### config.mk
export PLATFORM = sky130hd
export DESIGN_NAME = sram_ctrl
export DESIGN_NICKNAME = d
export VERILOG_FILES = /design/src/rtl/sram_ctrl.sv
export SDC_FILE = /design/constraint.sdc
export NUM_CORES = 1
export LEC_CHECK = 0
export BUFFER_PORTS_ARGS = -buffer_cell sky130_fd_sc_hd__buf_2
export CAP_MARGIN = 40
export CORE_MARGIN = 8
export CORE_UTILIZATION = 35
export CTS_CLUSTER_DIAMETER = 30
export DETAILED_ROUTE_END_ITERATION = 10
export PLACE_DENSITY = 0.65
export SYNTH_ARGS = -nofsm -noshare
export SYNTH_HDL_FRONTEND = slang
export SYNTH_SLANG_ARGS = --single-unit
### constraint.sdc
create_clock -name clk -period 2.4 [get_ports clk]
set_input_delay 0.12 -clock clk [delete_from_list [all_inputs] [get_ports clk]]
set_output_delay 0.12 -clock clk [all_outputs]
set_load 0.02 [all_outputs]
### src/rtl/sram_ctrl.sv
// sram_ctrl: bridges a 32-bit MEM-stage load/store port to a 16-bit
// asynchronous SRAM. Each word access is split into a low-halfword phase
// (LO) and a high-halfword phase (HI), each lasting WAIT cycles, followed by
// a single DONE cycle in which ready releases the pipeline freeze.
module sram_ctrl #(
   parameter int unsigned BASE_ADDR = 1024,
   parameter int unsigned WAIT      = 2
) (
   input  logic        clk,
   input  logic        rst,
   input  logic        rd_en,
   input  logic        wr_en,
   input  logic [31:0] address,
   input  logic [31:0] write_data,
   output logic [31:0] read_data,
   output logic        ready,
   output logic [17:0] sram_addr,
   output logic [15:0] sram_dq_out,
   input  logic [15:0] sram_dq_in,
   output logic        sram_dq_oe,
   output logic        sram_we_n
);

   typedef enum logic [1:0] {IDLE, LO, HI, DONE} state_t;

   // Terminal count of the per-phase wait counter.
   localparam logic [3:0] LAST_CNT = 4'(WAIT - 1);

   state_t      state_q, state_d;
   logic [3:0]  cnt_q, cnt_d;
   logic        op_wr_q;
   logic [16:0] word_q;
   logic [31:0] data_q;

   logic        accept;
   logic        cap_lo;
   logic        cap_hi;
   logic        phase_end;
   logic        req;

   // Word index relative to the SRAM window; addresses below BASE_ADDR wrap.
   logic [31:0] offset;
   logic [16:0] word_in;
   logic [14:0] unused_offset_bits;

   assign req                = rd_en | wr_en;
   assign offset             = address - 32'(BASE_ADDR);
   assign word_in            = offset[18:2];
   assign unused_offset_bits = {offset[31:19], offset[1:0]};
   assign phase_end          = (cnt_q == LAST_CNT);

   // State register and phase counter.
   // NOTE: the reset is synchronous, so it lives inside the clocked branch
   // and is only seen at a rising edge; there is no rst in the sensitivity list.
   always_ff @(posedge clk) begin
      if (!rst) begin
         state_q <= IDLE;
         cnt_q   <= 4'd0;
      end else begin
         // NOTE: non-blocking assignments keep every register updating from
         // the pre-edge values, independent of statement order.
         state_q <= state_d;
         cnt_q   <= cnt_d;
      end
   end

   // Next-state logic and SRAM pin/handshake decode.
   always_comb begin
      // NOTE: every output gets a default first so no path leaves one
      // unassigned, which would otherwise infer a latch.
      state_d     = state_q;
      cnt_d       = cnt_q + 4'd1;
      accept      = 1'b0;
      cap_lo      = 1'b0;
      cap_hi      = 1'b0;
      ready       = 1'b1;
      sram_addr   = 18'd0;
      sram_dq_out = 16'd0;
      sram_dq_oe  = 1'b0;
      sram_we_n   = 1'b1;

      case (state_q)
         IDLE: begin
            // Freeze in the same cycle the request shows up.
            ready = ~req;
            cnt_d = 4'd0;
            if (req) begin
               accept  = 1'b1;
               state_d = LO;
            end
         end
         LO: begin
            ready     = 1'b0;
            sram_addr = {word_q, 1'b0};
            if (op_wr_q) begin
               sram_dq_oe  = 1'b1;
               sram_we_n   = 1'b0;
               sram_dq_out = data_q[15:0];
            end
            if (phase_end) begin
               cap_lo  = ~op_wr_q;
               cnt_d   = 4'd0;
               state_d = HI;
            end
         end
         HI: begin
            ready     = 1'b0;
            sram_addr = {word_q, 1'b1};
            if (op_wr_q) begin
               sram_dq_oe  = 1'b1;
               sram_we_n   = 1'b0;
               sram_dq_out = data_q[31:16];
            end
            if (phase_end) begin
               cap_hi  = ~op_wr_q;
               cnt_d   = 4'd0;
               state_d = DONE;
            end
         end
         DONE: begin
            // One-cycle release of the freeze; any held request is re-seen in IDLE.
            cnt_d   = 4'd0;
            state_d = IDLE;
         end
         default: begin
            cnt_d   = 4'd0;
            state_d = IDLE;
         end
      endcase

      // During reset the pins look idle immediately, so an aborted write
      // cannot keep strobing the SRAM while the state register catches up.
      if (!rst) begin
         ready       = ~req;
         sram_addr   = 18'd0;
         sram_dq_out = 16'd0;
         sram_dq_oe  = 1'b0;
         sram_we_n   = 1'b1;
         cap_lo      = 1'b0;
         cap_hi      = 1'b0;
      end
   end

   // Request latch and read-data capture; writes never touch read_data.
   always_ff @(posedge clk) begin
      if (!rst) begin
         op_wr_q   <= 1'b0;
         word_q    <= 17'd0;
         data_q    <= 32'd0;
         read_data <= 32'd0;
      end else begin
         if (accept) begin
            op_wr_q <= wr_en;
            word_q  <= word_in;
            data_q  <= write_data;
         end
         if (cap_lo) begin
            read_data[15:0] <= sram_dq_in;
         end
         if (cap_hi) begin
            read_data[31:16] <= sram_dq_in;
         end
      end
   end

endmodule
==> metrics.yaml, run 1 <==
status: "complete, no violations"
first_global_vias: 3811
p_leak_nw: 2.34
p_seq_share_pct: 46.8
power_frac_comb_pct: 29.9
n_antenna_cell: 0
hold_viol_final: 0
gp_congestion: 0.772
fin_setup_tns_ns: 0
finalCriticalPeriod_ns: 2.16
die_w_um: 120
maxCapViolCount: 0
vias_per_cell: 4.74
setup_ws_ns: 0.244
die_height_um: 120
holdWs_ns: 0.0186
power.density_nw_per_um2: 768
cts_sinks: 88
htree_num_levels: 3
ant_nets: 0
crit_path_start_kind: "register"
synth_area_per_cell_um2: 8.14
worst_setup_path_end_kind: "primary output"
fin_nets: 727
clockPowerShare_pct: 23.3
yosys-top-cells-area: "dfxtp_1 46%, nand2_1 13%, mux2i_1 9.0%, a21oi_1 5.8%, a22oi_1 3.4%"
drive_gt1_share_pct: 26.6
path_max_fanout: 17
dp_hpwl_um: 7390
path_clk_slew_ns: 0.09
drt-total-wl_um: 10800
grt_max_degree: 43
layout_common_cells: "137 x buf_2, 133 x nand2_1, 88 x dfxtp_1, 44 x a21oi_1, 42 x dlygate4sd3_1"
syn-num-nets: 559
clk_latency_ns: 0.35
netlist.area_leader.share_pct: 46.5
port_buffers: 137
hold_path_class: "in2reg"
syn_inst: 466
yosysWarningCount: 0
grt_pass1_wl_um: 17800
grt_overflow: 0
via_count: 3691
rsz0062_at_grt: "no"
worst-setup-path-type: "reg2out"
drc_errors: 0
p_int_mw: 2.60
critPathRequiredTime_ns: 2.28
dieArea_um2: 14400
ir_drop_v: 0.000404
post-place-ws_ns: 0.472
final.period_utilization_pct: 89.8
synth_cell_types: 35
cts_tree: "built"
worst_pin_slew_ns: 0.717
initial_core_util_pct: 35.5
rows: 38
synth_area_um2: 3790
report.final.slew_viol_count: 0
critPathArrivalTime_ns: 2.04
slew_headroom_pct: 52.2
cts.path.max_buffers: 2
yosysTopAreaCell: "dfxtp_1"
first_pass_iters: 4
core_area_um2: 10700
synthToLayoutAreaGrowth_pct: 37.2
ioPinCount: 153
grt.total_usage_pct: 14.9
setup_viol: 0
cts_buffers: 9
antenna_found_initial: 0
clock_skew_ns: 0.00850
p_sw_share_pct: 35.0
yosysSeqAreaShare_pct: 46.5
cts_resized: 0
layout_commonest_cell: "buf_2"
ys_ff_latch: 88
wl_per_cell_um: 13.9
drt_iter0_drc: 214
switching_power_mw: 1.40
fmax_mhz: 464
cts-root-buf: "clkbuf_8"
[metal layers]
layer | up-vias | share of wire, % | track usage [%]
met2 | 106 | 46 | 24.2
met4 | 0 | 1.4 | 5.23
met1 | 1714 | 44 | 17.2
met3 | 14 | 9.6 | 6.53
met5 | - | 0 | 0
li1 | 1857 | - | -
[repair_timing]
item | CTS | global route
hold endpoints to repair | 44 | 0
hold buffers | 42 | 0
buffers inserted | 0 | 0
[final cells by class]
class / instances / area, µm²
clock buffer: 12 / 145
clock inverter: 4 / 28.8
fill: 1040 / 5490
inverter: 23 / 86.3
multi-input combinational: 324 / 1820
sequential: 88 / 1760
tap: 140 / 175
timing repair buffer: 188 / 1190
[critical path, cell delays in order (launching register included)]
cell     delay [ns]
dfxtp_1        0.40
inv_1          0.12
ha_1           0.37
nand2_1        0.14
nor2_1         0.13
buf_4          0.21
and2_1         0.16
buf_2          0.17
[flip-flops by register name (all words and copies together), names as in the netlist]
register   cells
cnt_q          4
data_q        32
op_wr_q        1
read_data     32
state_q        2
word_q        17
[synth_stat cells (all sizes together)]
master and count:
o41ai 1, a31oi 4, a21oi 44, xor2 2, or4b 1, nand2 133
or2 1, o21a 1, or3b 1, and2 18, dfxtp 88, nand3 3
a311oi 1, or3 2, o21ai 10, inv 23, or4 3, a211oi 2
ha 9, nor2 25, a22oi 17, o31ai 3, nor3b 3, nand3b 1
xnor2 1, mux2i 34, clkbuf 25, buf 6, nand2b 4
[worst paths after layout]
path                                         startpoint                         end  slack [ns]  cells after the start
worst min register to register   word_q[7]$_SDFFE_PN0P_      word_q[7]$_SDFFE_PN0P_        0.46                      2
worst max-delay path            state_q[0]$_SDFFE_PN0P_                sram_addr[2]        0.24                      7
worst min-delay path                      sram_dq_in[2]  read_data[18]$_SDFFE_PN0P_        0.02                      3
worst max register to register  state_q[1]$_SDFFE_PN0P_     state_q[0]$_SDFFE_PN0P_        0.49                      5
[per-stage QoR]
stage | total power, mW | util, % | instances | instance area (µm²)
final | 4.00 | 48.6 | 779 | 5200
after global routing | 4.29 | 48.6 | 779 | 5200
after CTS | 4.05 | 48.6 | 779 | 5200
after detailed placement | 3.05 | 43.1 | 721 | 4610
after global placement | 3.00 | 43.1 | 721 | 4610
after floorplan | 2.67 | - | 466 | 3790
[power groups by stage]
stage	logic, mW	clock network [mW]	registers [mW]
detailed placement	1.15	0	1.90
floorplan	0.774	0	1.90
finish	1.20	0.929	1.87
global placement	1.11	0	1.89
CTS	1.21	0.975	1.87
global route	1.34	1.04	1.90
[cell families (layout without fill, tap and decap cells)]
family | after synthesis | after routing | share of synthesized area (%)
AOI/OAI and AO/OA | 83 | 83 | 12.8
xor gates and xnor gates | 3 | 3 | 0.693
adders and majority gates | 9 | 9 | 2.97
buffers and inverters | 54 | 227 | 5.94
DFF | 88 | 88 | 46.5
muxes | 34 | 34 | 8.97
and+or+nand+nor | 195 | 195 | 22.2
Note: power is estimated with default switching activity, not from simulation.
==> run 2: changes to the inputs <==
==> constraint.sdc (replaced) <==
create_clock -name clk -period 2.4 [get_ports clk]
set_input_delay 0.48 -clock clk [delete_from_list [all_inputs] [get_ports clk]]
set_output_delay 0.48 -clock clk [all_outputs]
set_load 0.02 [all_outputs]
==> run 2 against run 1 <==
  * Sequential share of layout area grew 2.5 points
  * Clock skew grew 0.0027 ns
  * Non-clock buffer count shrank 40
  * Wire length shrank 6.0%
  * Global-route usage shrank 1.0 points
  * Flip-flop and latch count is the same
  * Power grew 3.1%
  * Design area shrank 6.6%
  * Critical path type unchanged
  * Largest power group unchanged
==> metrics.yaml, run 2 (synthesis results as in run 1) <==
drt-total-wl_um: 10200
die_w_um: 120
ir_drop_v: 0.000425
layout_commonest_cell: "buf_2"
port_buffers: 137
p_int_mw: 2.67
fin_nets: 687
drt_iter0_drc: 213
via_count: 3456
clk_latency_ns: 0.35
htree_num_levels: 3
dieArea_um2: 14400
ant_nets: 0
final.period_utilization_pct: 96.1
finalCriticalPeriod_ns: 2.31
critPathMaxStageDelay_ns: 0.37
grt_pass1_wl_um: 16700
antenna_found_initial: 0
path_max_fanout: 9
grtUsageMet2_pct: 21.2
path_cells: "inv_1 -> ha_4 -> nand2_2 -> nor2_4 -> buf_6 -> and2_1 -> buf_2"
layout_common_cells: "136 x buf_2, 132 x nand2_1, 86 x dfxtp_1, 44 x a21oi_1, 34 x mux2i_1"
n_antenna_cell: 0
grt.total_usage_pct: 13.9
wl_per_cell_um: 13.7
cts.path.max_buffers: 2
vias_per_cell: 4.68
critPathSlowestCell: "dfxtp_2"
grt.busiest_layer: "met2"
cts.hold.buffers_added: 0
grt_overflow: 0
hold_viol_final: 0
initial_core_util_pct: 35.5
synthToLayoutAreaGrowth_pct: 28.1
report.final.slew_viol_count: 0
grt_max_degree: 50
fin_setup_tns_ns: 0
first_pass_iters: 4
cts_tree: "built"
critPathArrivalTime_ns: 1.83
maxCapViolCount: 0
crit_path_start_kind: "register"
p_leak_nw: 2.19
critPathRequiredTime_ns: 1.92
p_seq_share_pct: 45.4
slew_headroom_pct: 69.5
grt_use_met3_pct: 6.53
setup_viol: 0
timing.critical_path.buf_inv: 3
dp_hpwl_um: 7280
drc_errors: 0
worst-setup-path-type: "reg2out"
cp_top_family: "buffers and inverters"
status: "complete, no violations"
power_frac_comb_pct: 28.6
worst_setup_path_end_kind: "primary output"
cts_sinks: 88
path_clk_slew_ns: 0.09
cts_buffers: 9
hold_path_class: "in2reg"
top_regs: "data_q: 32 flops, read_data: 32 flops, word_q: 17 flops"
p_sw_share_pct: 35.1
dp.cells: 722
die_height_um: 120
fillCellCount: 1096
ioPinCount: 153
cts-root-buf: "clkbuf_8"
final_cells: 739
clock_skew_ns: 0.0112
drive_gt1_share_pct: 30.1
rows: 38
first_global_vias: 3583
clockPowerShare_pct: 26.0
gp_congestion: 0.769
fmax_mhz: 433
power.density_nw_per_um2: 848
switching_power_mw: 1.45
use_met1_pct: 17.3
worst_pin_slew_ns: 0.458
core_area_um2: 10700
[run 2: worst paths after layout]
check	slack, ns	to	cells past startpoint	from
max	0.09	sram_addr[12]	7	state_q[0]$_SDFFE_PN0P_
min	0.33	word_q[8]$_SDFFE_PN0P_	2	address[10]
max reg2reg	0.48	read_data[9]$_SDFFE_PN0P_	5	cnt_q[0]$_SDFF_PP0_
min reg2reg	0.45	word_q[3]$_SDFFE_PN0P_	2	word_q[3]$_SDFFE_PN0P_
[run 2: layout make-up]
type | count | area [µm²] | area share, %
multi-input combinational | 324 | 1850 | 38.0
sequential | 88 | 1760 | 36.3
timing repair buffer | 148 | 778 | 16.0
tap | 140 | 175 | 3.61
clock buffer | 9 | 124 | 2.55
inverter | 23 | 86.3 | 1.78
clock inverter | 7 | 85.1 | 1.75
[run 2: timing repair]
action                                  in CTS  in global routing
pin swaps                                    0                  1
endpoints found under the setup margin      32                 17
cloned                                       1                  0
setup buffers                                0                  0
resized for setup                            8                  3
[run 2: stage by stage]
stage / hold slack, ns / cell area, µm² / worst slack, ns / util (%) / power, mW
global placement: 0.438 / 4600 / 0.333 / 43.0 / 2.99
global route: 0.332 / 4860 / -0.00263 / 45.4 / 4.41
detailed placement: 0.443 / 4600 / 0.285 / 43.0 / 3.03
CTS: 0.310 / 4850 / 0.0110 / 45.3 / 4.17
floorplan: 0.432 / 3790 / 0.280 / - / 2.67
finish: 0.331 / 4860 / 0.0930 / 45.4 / 4.12
[run 2: layer usage]
metal	vias up	wire length [µm]
met1	1557	4730
met3	6	997
met2	113	4360
met4	0	70
li1	1780	-
met5	-	0
[run 2: power groups by stage]
| stage | logic, mW | clock network, mW | registers (mW) |
|---|---|---|---|
| 2_1_floorplan | 0.774 | 0 | 1.90 |
| 3_3_place_gp | 1.10 | 0 | 1.89 |
| 5_1_grt | 1.32 | 1.19 | 1.90 |
| 3_5_place_dp | 1.13 | 0 | 1.90 |
| 4_1_cts | 1.19 | 1.11 | 1.87 |
| 6_report | 1.18 | 1.07 | 1.87 |
==> run 3: changes to the inputs <==
- BUFFER_PORTS_ARGS: -buffer_cell sky130_fd_sc_hd__buf_2 -> -buffer_cell sky130_fd_sc_hd__buf_4
- PLACE_DENSITY: 0.65 -> unset
- RECOVER_POWER: unset -> 50
==> run 3 against run 2 <==
  * Fmax increased by 1.5%
  * Clock skew up 0.0045 ns
  * Sequential power about the same
  * Sequential share of layout area down 1.7 points
  * Power rose by 1.8%
  * Die area unchanged
  * Worst hold slack worse by 0.023 ns
  * Design area is 4.8% higher
  * Core utilization increased by 2.2 points
  * First-iteration DRC count fell by 16%
  * Worst setup slack gained 0.033 ns
  * Flip-flop and latch count did not move
==> metrics.yaml, run 3 (synthesis results as in run 1) <==
post_cts_buffers: 0
drt_iter0_drc: 178
worst_pin_slew_ns: 1.45
rsz0062_at_grt: "no"
wl_per_cell_um: 14.1
core_area_um2: 10700
grt_max_degree: 50
clk_latency_ns: 0.36
critPathRequiredTime_ns: 1.92
die_w_um: 120
layout_commonest_cell: "nand2_1"
die_height_um: 120
grt_overflow: 0
cts_tree: "built"
hold_viol_final: 0
ant_nets: 0
path_max_fanout: 8
port_buffers: 137
n_antenna_cell: 0
hold_path_class: "in2reg"
cts_sinks: 88
initial_core_util_pct: 35.5
clockPowerShare_pct: 26.0
synthToLayoutAreaGrowth_pct: 34.2
cts.hold.buffers_added: 0
status: "complete, no violations"
post-place-ws_ns: 0.312
rows: 38
ioPinCount: 153
total_power_mw: 4.19
power.density_nw_per_um2: 824
layout_common_cells: "132 x nand2_1, 113 x buf_4, 86 x dfxtp_1, 44 x a21oi_1, 34 x mux2i_1"
top_regs: "data_q: 32 flops, read_data: 32 flops, word_q: 17 flops"
fin_nets: 688
dieArea_um2: 14400
clock_skew_ns: 0.0157
maxCapViolCount: 0
drt-total-wl_um: 10500
dp_hpwl_um: 7480
grt.total_usage_pct: 14.2
first_pass_iters: 4
fmax_mhz: 440
critPathMaxStageDelay_ns: 0.35
path_clk_slew_ns: 0.10
setup_ws_ns: 0.126
critPathMostFrequentCell: "buf_4"
antenna_found_initial: 0
power_frac_comb_pct: 29.4
drive_gt1_share_pct: 24.7
worst-setup-path-type: "reg2out"
timing.critical_path.buf_inv: 3
ff2ff_path_depth: 6
p_leak_nw: 2.12
fin_setup_tns_ns: 0
hold_depth: 2
final.period_utilization_pct: 94.7
p_sw_share_pct: 34.1
drc_errors: 0
critPathSlowestCell: "dfxtp_2"
cts-root-buf: "clkbuf_8"
gp_congestion: 0.762
switching_power_mw: 1.43
setup_viol: 0
final_cells: 740
crit_path_start_kind: "register"
first_global_vias: 3559
cp_top_family: "buffers and inverters"
report.final.slew_viol_count: 0
path_cells: "inv_1 -> ha_4 -> nand2_2 -> nor2_4 -> buf_4 -> and2_1 -> buf_4"
slew_headroom_pct: 2.84
vias_per_cell: 4.72
cts_buffers: 9
p_seq_share_pct: 44.6
p_int_mw: 2.76
dp.cells: 723
worst_setup_path_end_kind: "primary output"
ir_drop_v: 0.000429
cp.depth: 7
grt_pass1_wl_um: 17000
htree_num_levels: 3
via_count: 3491
cts.path.max_buffers: 2
critPathArrivalTime_ns: 1.79
finalCriticalPeriod_ns: 2.27
[run 3: cell count changes in the layout (fill, tap and decap cells not counted), sizes merged]
cell,change
clkinvlp,-1
buf,-33
inv,-3
clkbuf,+36
clkinv,+2
[run 3: layer usage]
layer / global-route usage [%] / vias up / routed length, µm
met5: 0 / - / 0
met4: 4.06 / 0 / 111
met3: 7.09 / 11 / 1020
met2: 21.7 / 104 / 4480
met1: 17.2 / 1593 / 4850
li1: - / 1783 / -
[run 3: path summary, 6_finish.rpt]
kind,startpoint,slack (ns),to
setup / recovery,state_q[1]$_SDFFE_PN0P_,0.13,sram_addr[4]
hold / removal,address[10],0.31,word_q[8]$_SDFFE_PN0P_
setup reg to reg,state_q[1]$_SDFFE_PN0P_,0.38,data_q[30]$_SDFFE_PN0P_
hold reg to reg,word_q[4]$_SDFFE_PN0P_,0.45,word_q[4]$_SDFFE_PN0P_
[run 3: area by class of cell]
class	count	area (µm²)
well taps	140	175
flip-flops and latches	88	1760
multi-input cells	324	1840
clock inverters	5	63.8
inverters	23	86.3
repair buffers	149	1010
fillers	1097	5610
clock buffers	11	151
[run 3: stage by stage]
step	area [µm²]	utilization, %	hold slack [ns]
6_report	5090	47.6	0.308
5_1_grt	5090	47.6	0.293
4_1_cts	5190	48.5	0.292
3_5_place_dp	4970	46.4	0.444
3_3_place_gp	4970	46.4	0.438
2_1_floorplan	3790	-	0.432
[run 3: timing repair]
action	4_1_cts	5_1_grt
setup endpoints to repair	33	33
gates cloned	0	1
resized for setup	1	10
[run 3: power by group through the flow]
stage	combinational [mW]	clock, mW	sequential, mW
6_report	1.23	1.09	1.87
5_1_grt	1.38	1.21	1.91
4_1_cts	1.23	1.13	1.87
3_5_place_dp	1.23	0	1.90
3_3_place_gp	1.21	0	1.89
2_1_floorplan	0.774	0	1.90
